File: config.mk
export PLATFORM = sky130hd
export DESIGN_NAME = execute_up
export DESIGN_NICKNAME = d
export VERILOG_FILES = /design/src/rtl/execute_up.sv
export SDC_FILE = /design/constraint.sdc
export NUM_CORES = 1
export LEC_CHECK = 0
export ABC_AREA = 1
export BUFFER_PORTS_ARGS = -buffer_cell sky130_fd_sc_hd__buf_2
export CORE_AREA = 4 4 227 229
export CTS_BUF_LIST = sky130_fd_sc_hd__clkbuf_16
export CTS_CLUSTER_DIAMETER = 30
export DETAILED_ROUTE_END_ITERATION = 8
export DIE_AREA = 0 0 231 233
export PLACE_DENSITY = 0.69
export SYNTH_ARGS = -nofsm -noshare
export SYNTH_HDL_FRONTEND = slang
export SYNTH_SLANG_ARGS = --single-unit
File: constraint.sdc
create_clock -name clk -period 5.2 [get_ports clk]
set_input_delay 0.78 -clock clk [delete_from_list [all_inputs] [get_ports clk]]
set_output_delay 0.78 -clock clk [all_outputs]
set_load 0.02 [all_outputs]
File: src/rtl/execute_up.sv
// Execute stage of a five-stage Y86-64 pipeline.
// Combinational ALU, condition evaluation and forwarding outputs, plus the
// condition-code register and the E->M pipeline register.
module execute_up (
    input  logic        clk,
    input  logic        rst_n,
    input  logic [1:0]  E_stat,
    input  logic [3:0]  E_icode,
    input  logic [3:0]  E_ifun,
    input  logic [63:0] E_valA,
    input  logic [63:0] E_valB,
    input  logic [63:0] E_valC,
    input  logic [3:0]  E_dstE,
    input  logic [3:0]  E_dstM,
    input  logic [1:0]  m_stat,
    input  logic [1:0]  W_stat,
    input  logic        M_bubble,
    output logic [63:0] e_valE,
    output logic [3:0]  e_dstE,
    output logic        e_Cnd,
    output logic [2:0]  cc,
    output logic [1:0]  M_stat,
    output logic [3:0]  M_icode,
    output logic        M_Cnd,
    output logic [63:0] M_valE,
    output logic [63:0] M_valA,
    output logic [3:0]  M_dstE,
    output logic [3:0]  M_dstM
);

    // Instruction codes
    localparam logic [3:0] I_HALT   = 4'h0;
    localparam logic [3:0] I_NOP    = 4'h1;
    localparam logic [3:0] I_RRMOVQ = 4'h2;
    localparam logic [3:0] I_IRMOVQ = 4'h3;
    localparam logic [3:0] I_RMMOVQ = 4'h4;
    localparam logic [3:0] I_MRMOVQ = 4'h5;
    localparam logic [3:0] I_OPQ    = 4'h6;
    localparam logic [3:0] I_JXX    = 4'h7;
    localparam logic [3:0] I_CALL   = 4'h8;
    localparam logic [3:0] I_RET    = 4'h9;
    localparam logic [3:0] I_PUSHQ  = 4'hA;
    localparam logic [3:0] I_POPQ   = 4'hB;

    // ALU functions (OPq ifun)
    localparam logic [3:0] ALU_ADD  = 4'h0;
    localparam logic [3:0] ALU_SUB  = 4'h1;
    localparam logic [3:0] ALU_AND  = 4'h2;
    localparam logic [3:0] ALU_XOR  = 4'h3;

    // Condition functions (rrmovq/cmovXX and jXX ifun)
    localparam logic [3:0] C_YES    = 4'h0;
    localparam logic [3:0] C_LE     = 4'h1;
    localparam logic [3:0] C_L      = 4'h2;
    localparam logic [3:0] C_E      = 4'h3;
    localparam logic [3:0] C_NE     = 4'h4;
    localparam logic [3:0] C_GE     = 4'h5;
    localparam logic [3:0] C_G      = 4'h6;

    localparam logic [1:0]  STAT_AOK = 2'd0;
    localparam logic [3:0]  REG_NONE = 4'hF;
    localparam logic [63:0] EIGHT    = 64'd8;
    localparam logic [63:0] NEG8     = 64'hFFFF_FFFF_FFFF_FFF8;
    localparam logic [2:0]  CC_RESET = 3'b100;

    logic [63:0] alu_a;
    logic [63:0] alu_b;
    logic [3:0]  alu_fn;
    logic [63:0] sum_val;
    logic [63:0] diff_val;
    logic [63:0] and_val;
    logic [63:0] xor_val;
    logic [63:0] alu_res;
    logic        of_next;
    logic        zf_next;
    logic        sf_next;
    logic        cc_update;
    logic [2:0]  cc_reg;
    logic        zf;
    logic        sf;
    logic        of;
    logic        cnd;

    logic [1:0]  m_stat_reg;
    logic [3:0]  m_icode_reg;
    logic        m_cnd_reg;
    logic [63:0] m_vale_reg;
    logic [63:0] m_vala_reg;
    logic [3:0]  m_dste_reg;
    logic [3:0]  m_dstm_reg;

    // Select ALU operand A by instruction class
    always_comb begin
        alu_a = 64'd0;
        case (E_icode)
            I_RRMOVQ, I_OPQ:                 alu_a = E_valA;
            I_IRMOVQ, I_RMMOVQ, I_MRMOVQ:    alu_a = E_valC;
            I_CALL, I_PUSHQ:                 alu_a = NEG8;
            I_RET, I_POPQ:                   alu_a = EIGHT;
            default:                         alu_a = 64'd0;
        endcase
    end

    // Select ALU operand B; only memory and stack ops plus OPq use valB
    always_comb begin
        alu_b = 64'd0;
        case (E_icode)
            I_RMMOVQ, I_MRMOVQ, I_OPQ,
            I_CALL, I_RET, I_PUSHQ, I_POPQ:  alu_b = E_valB;
            default:                         alu_b = 64'd0;
        endcase
    end

    // Only OPq takes its ALU function from ifun; address arithmetic adds
    always_comb begin
        alu_fn = ALU_ADD;
        if (E_icode == I_OPQ) begin
            alu_fn = E_ifun;
        end
    end

    assign sum_val  = alu_b + alu_a;
    assign diff_val = alu_b - alu_a;

    // Bitwise logic unit built bit by bit
    generate
        for (genvar gi = 0; gi < 64; gi++) begin : g_bitwise
            assign and_val[gi] = alu_a[gi] & alu_b[gi];
            assign xor_val[gi] = alu_a[gi] ^ alu_b[gi];
        end
    endgenerate

    // ALU result and overflow; undefined OPq functions yield zero
    always_comb begin
        alu_res = 64'd0;
        of_next = 1'b0;
        case (alu_fn)
            ALU_ADD: begin
                alu_res = sum_val;
                of_next = (alu_a[63] == alu_b[63]) && (sum_val[63] != alu_a[63]);
            end
            ALU_SUB: begin
                alu_res = diff_val;
                of_next = (alu_a[63] != alu_b[63]) && (diff_val[63] != alu_b[63]);
            end
            ALU_AND: alu_res = and_val;
            ALU_XOR: alu_res = xor_val;
            default: begin
                alu_res = 64'd0;
                of_next = 1'b0;
            end
        endcase
    end

    assign zf_next = (alu_res == 64'd0);
    assign sf_next = alu_res[63];
    assign e_valE  = alu_res;

    // Flags are frozen once an exception is already downstream
    assign cc_update = (E_icode == I_OPQ) && (E_ifun <= ALU_XOR) &&
                       (m_stat == STAT_AOK) && (W_stat == STAT_AOK);

    // Condition-code register {ZF,SF,OF}
    always_ff @(posedge clk) begin
        if (!rst_n) begin
            cc_reg <= CC_RESET;
        end else if (cc_update) begin
            cc_reg <= {zf_next, sf_next, of_next};
        end
    end

    assign cc = cc_reg;
    assign zf = cc_reg[2];
    assign sf = cc_reg[1];
    assign of = cc_reg[0];

    // Evaluate branch / conditional-move condition from the stored flags
    always_comb begin
        cnd = 1'b0;
        if ((E_icode == I_RRMOVQ) || (E_icode == I_JXX)) begin
            case (E_ifun)
                C_YES:   cnd = 1'b1;
                C_LE:    cnd = (sf ^ of) | zf;
                C_L:     cnd = sf ^ of;
                C_E:     cnd = zf;
                C_NE:    cnd = ~zf;
                C_GE:    cnd = ~(sf ^ of);
                C_G:     cnd = ~(sf ^ of) & ~zf;
                default: cnd = 1'b0;
            endcase
        end
    end

    assign e_Cnd = cnd;

    // A conditional move that fails writes nowhere
    always_comb begin
        e_dstE = E_dstE;
        if ((E_icode == I_RRMOVQ) && !cnd) begin
            e_dstE = REG_NONE;
        end
    end

    // E->M pipeline register: reset and bubble both insert a nop
    always_ff @(posedge clk) begin
        if (!rst_n || M_bubble) begin
            m_stat_reg  <= STAT_AOK;
            m_icode_reg <= I_NOP;
            m_cnd_reg   <= 1'b0;
            m_vale_reg  <= 64'd0;
            m_vala_reg  <= 64'd0;
            m_dste_reg  <= REG_NONE;
            m_dstm_reg  <= REG_NONE;
        end else begin
            m_stat_reg  <= E_stat;
            m_icode_reg <= E_icode;
            m_cnd_reg   <= cnd;
            m_vale_reg  <= alu_res;
            m_vala_reg  <= E_valA;
            m_dste_reg  <= e_dstE;
            m_dstm_reg  <= E_dstM;
        end
    end

    assign M_stat  = m_stat_reg;
    assign M_icode = m_icode_reg;
    assign M_Cnd   = m_cnd_reg;
    assign M_valE  = m_vale_reg;
    assign M_valA  = m_vala_reg;
    assign M_dstE  = m_dste_reg;
    assign M_dstM  = m_dstm_reg;

    // I_HALT is listed for completeness of the opcode map; it needs no ALU work
    logic unused_halt;
    assign unused_halt = (E_icode == I_HALT);

endmodule

==> out/metrics.json <==
{
  "die": {
    "placement_rows": 82,
    "core-area_mm2": 0.04966,
    "die-height_um": 233,
    "die_area_mm2": 0.05382,
    "start_util_pct": 39.59,
    "io_pins": 432,
    "die_width_um": 231
  },
  "placement": {
    "placement.io_buffers": 431,
    "detailed_placement_wirelength_estimate_um": 79150,
    "place_inst": 4932,
    "post-place-ws_ns": -0.02577,
    "gp_congestion": 1.055
  },
  "setup_path": {
    "critical_path_cell_list": "buf_2 -> nand2_1 -> nand2_1 -> nand2_1 -> inv_2 -> buf_12 -> a221oi_1 -> ha_2 -> nand2_1 -> nor2_1 -> nand3_1 -> nand3_1 -> nand2_1 -> nand3_1 -> inv_1 -> o21bai_1 -> or2_1 -> nand3_1 -> nand3b_1 -> buf_2",
    "r2r_setup_slack_ns": 3.54,
    "cp_data_required_time_ns": 4.42,
    "timing.setup.critical_path_class": "in2out",
    "worstPathArrival_ns": 4.47,
    "r2r_cells": 7,
    "category_of_the_worst_setup_path_capture_point": "output pin",
    "critical-path-slowest-cell": "a221oi_1",
    "crit_path_start_kind": "input port",
    "crit_path_start": "E_icode[0]",
    "slowest_delay_ns": 0.46,
    "rr_startpoint": "cc[2]",
    "critical_path.reg2reg.endpoint": "M_dstE[1]",
    "critical_path.most_common_cell": "nand2_1",
    "timing.critical_path.fanout_max": 57,
    "endpoint": "e_valE[42]"
  },
  "synthesis": {
    "postSynthRegisterBits": 146,
    "synth.lib_cells_used.distinct": 46,
    "synth-edff-count": 0,
    "ys_top_cells_by_area": "nand2_1, inv_1, dfxtp_1, ha_1, nor2_1",
    "yosysTopAreaCell": "nand2_1",
    "post_synth.cell_area_avg_um2": 5.204,
    "yosys.area.top_type_share_pct": 23.43,
    "syn-cell-area_mm2": 0.01966,
    "synth.yosys.warnings": 0,
    "async_flop_share_pct": 0,
    "synth-main-ff-cell": "dfxtp_1",
    "synth.net_count": 4132,
    "part_of_the_yosys_area_used_for_sequential_elements_pct": 14.87,
    "syn-instance-count": 3778
  },
  "timing": {
    "slew_headroom_pct": 37.85,
    "finClkSkew_ns": 0.006074,
    "fin_crit_sh_pct": 100.9,
    "setup_ws_ns": -0.04550,
    "timing_hold_violations_final": 0,
    "final_slew_viol_count": 0,
    "worst-slew-pin-transition_ns": 0.9313,
    "post-route-min-period_ns": 5.245,
    "setup_tns_ns": -0.04550,
    "max_freq_mhz": 190.6,
    "setup-violations-final": 1,
    "grt_setup_unrepaired": "true"
  },
  "cts": {
    "cts-htree-levels": 4,
    "worstSkewPairLatency_ns": 0.48,
    "tritoncts_num_sinks": 146,
    "clkTransAtPathRegs_ns": 0.09,
    "cts_bufs_inserted": 17,
    "tritoncts": "done",
    "cts-hold-fix-buffers": 0,
    "cts_root_buf": "clkbuf_16",
    "clock_tree.buffer_depth": 2
  },
  "global_route": {
    "global_route.overflow_total": 0,
    "global_route.usage.total_pct": 33.28,
    "number_of_global_route_vias_before_repair": 23490,
    "number_of_antenna_violations_at_the_first_check_in_global_routing": 0,
    "grt_max_degree": 61,
    "global_route_wire_length_before_repair_um": 135600
  },
  "layout": {
    "area_delta_synth_final_pct": 22.14,
    "drive_above_1_share_pct": 17.49,
    "layout.filler_cells": 5755,
    "stdcell_count": 4967,
    "fin_nets": 4636,
    "n_antenna_cell": 0
  },
  "route": {
    "drt.antenna.violating_nets": 0,
    "drt_wl_total_um": 92340,
    "drc": 0,
    "wl_per_cell_um": 18.59,
    "avgViaCountPerCell": 4.973,
    "drt_pre_antenna_iters": 8,
    "drt_iter0_drc": 2102,
    "route.vias.total": 24700
  },
  "job": {
    "max-cap-violations": 0
  },
  "status": {
    "run_status": "finished with violations",
    "violated_checks": "negative setup slack"
  },
  "worst_hold_path": {
    "worst_hold_path_type": "in2reg"
  },
  "power": {
    "power.leakage_nw": 15.18,
    "total_power_mw": 5.484,
    "peakVddDrop_mv": 0.1787,
    "power_density_mw_per_mm2": 228.4
  }
}
-- power by group --
group | internal (mW) | switching [mW]
clock network | 0.720 | 0.611
logic | 0.945 | 2.02
registers | 1.18 | 0.0126
-- how the worst min path moves through the flow --
stage	start	end	slack, ns	cells past startpoint
floorplan	cc[1]	cc[1]	0.63	2
global placement	cc[1]	cc[1]	0.57	2
detailed placement	cc[1]	cc[1]	0.57	2
CTS	E_dstM[2]	M_dstM[2]	0.45	2
global route	E_dstM[3]	M_dstM[3]	0.46	2
finish	E_valA[42]	M_valA[42]	0.48	3
-- logic make-up (layout without fill, tap and decap cells) --
| family | Yosys count | count (layout) | synth area share, % |
|---|---|---|---|
| AO/OA/AOI/OAI | 323 | 323 | 9.992 |
| XOR/XNOR | 6 | 6 | 0.2673 |
| adder cells (fa/ha/maj) | 137 | 137 | 8.796 |
| buffers and inverters | 1056 | 1573 | 21.35 |
| flip-flops | 146 | 146 | 14.87 |
| AND/OR/NAND/NOR | 2110 | 2110 | 44.73 |
-- per-stage QoR --
| stage | utilization (%) | hold slack [ns] | instance area (µm²) |
|---|---|---|---|
| floorplan | - | 0.6263 | 19660 |
| global placement | 46.96 | 0.5694 | 23320 |
| detailed placement | 46.96 | 0.5728 | 23320 |
| CTS | 48.17 | 0.4451 | 23920 |
| global route | 48.35 | 0.4559 | 24010 |
| finish | 48.35 | 0.4756 | 24010 |
-- metal layers --
layer,vias to the layer above,wire length (µm),global-route usage [%]
met5,-,0,0
met4,0,8018,24.88
li1,12410,-,-
met1,10860,34390,35.70
met3,316,6205,5.460
met2,1116,43730,58.76
-- final cells by class --
class | instances | area (µm²) | area share (%)
clock inverter | 15 | 172.7 | 0.7191
tap | 672 | 840.8 | 3.502
sequential | 146 | 2923 | 12.17
multi-input combinational | 2576 | 12650 | 52.67
timing repair buffer | 595 | 3451 | 14.37
clock buffer | 17 | 425.4 | 1.772
inverter | 946 | 3552 | 14.79
-- cells in the final DEF (no fill, tap or decap), types with 60 or more instances in the layout --
master | Yosys | final
nand2_1 | 1227 | 1227
a21oi_1 | 129 | 127
nor2_1 | 428 | 426
buf_2 | 28 | 431
nand3_1 | 293 | 292
buf_4 | 28 | 159
dfxtp_1 | 146 | 146
ha_1 | 135 | 123
inv_1 | 919 | 919
o21ai_0 | 61 | 60
-- synthesized netlist by cell type (3+ instances only) --
cell and n:
nand3_1 293, buf_2 28, o22ai_1 46, nand2_1 1227, buf_6 12, xor2_1 6, inv_1 919, nand2_2 14
and2_1 6, buf_4 28, a21oi_1 129, or2_2 4, inv_2 24, nor2_1 428, a221oi_1 60, o21bai_1 11
buf_1 3, nand4_1 42, ha_1 135, nor2_2 34, a31oi_1 4, clkinv_1 3, nor3_1 21, nor3_2 6
nand3_2 6, nand3b_1 13, dfxtp_1 146, o21ai_1 3, o21ai_0 61, clkbuf_1 37, nor2_4 8
-- critical path, delay by kind of cell --
family	cells	cell delay [ns]
AOI/OAI and AO/OA	2	0.65
buffers and inverters	5	0.70
adders and majority gates	1	0.40
and+or+nand+nor	12	1.91
-- what timing repair did --
item	in CTS	in global routing
gates resized for setup	1	19
pin swaps	0	1
setup endpoints to repair	1	37
buffers inserted	0	3
Note: power is estimated with default switching activity, not from simulation.
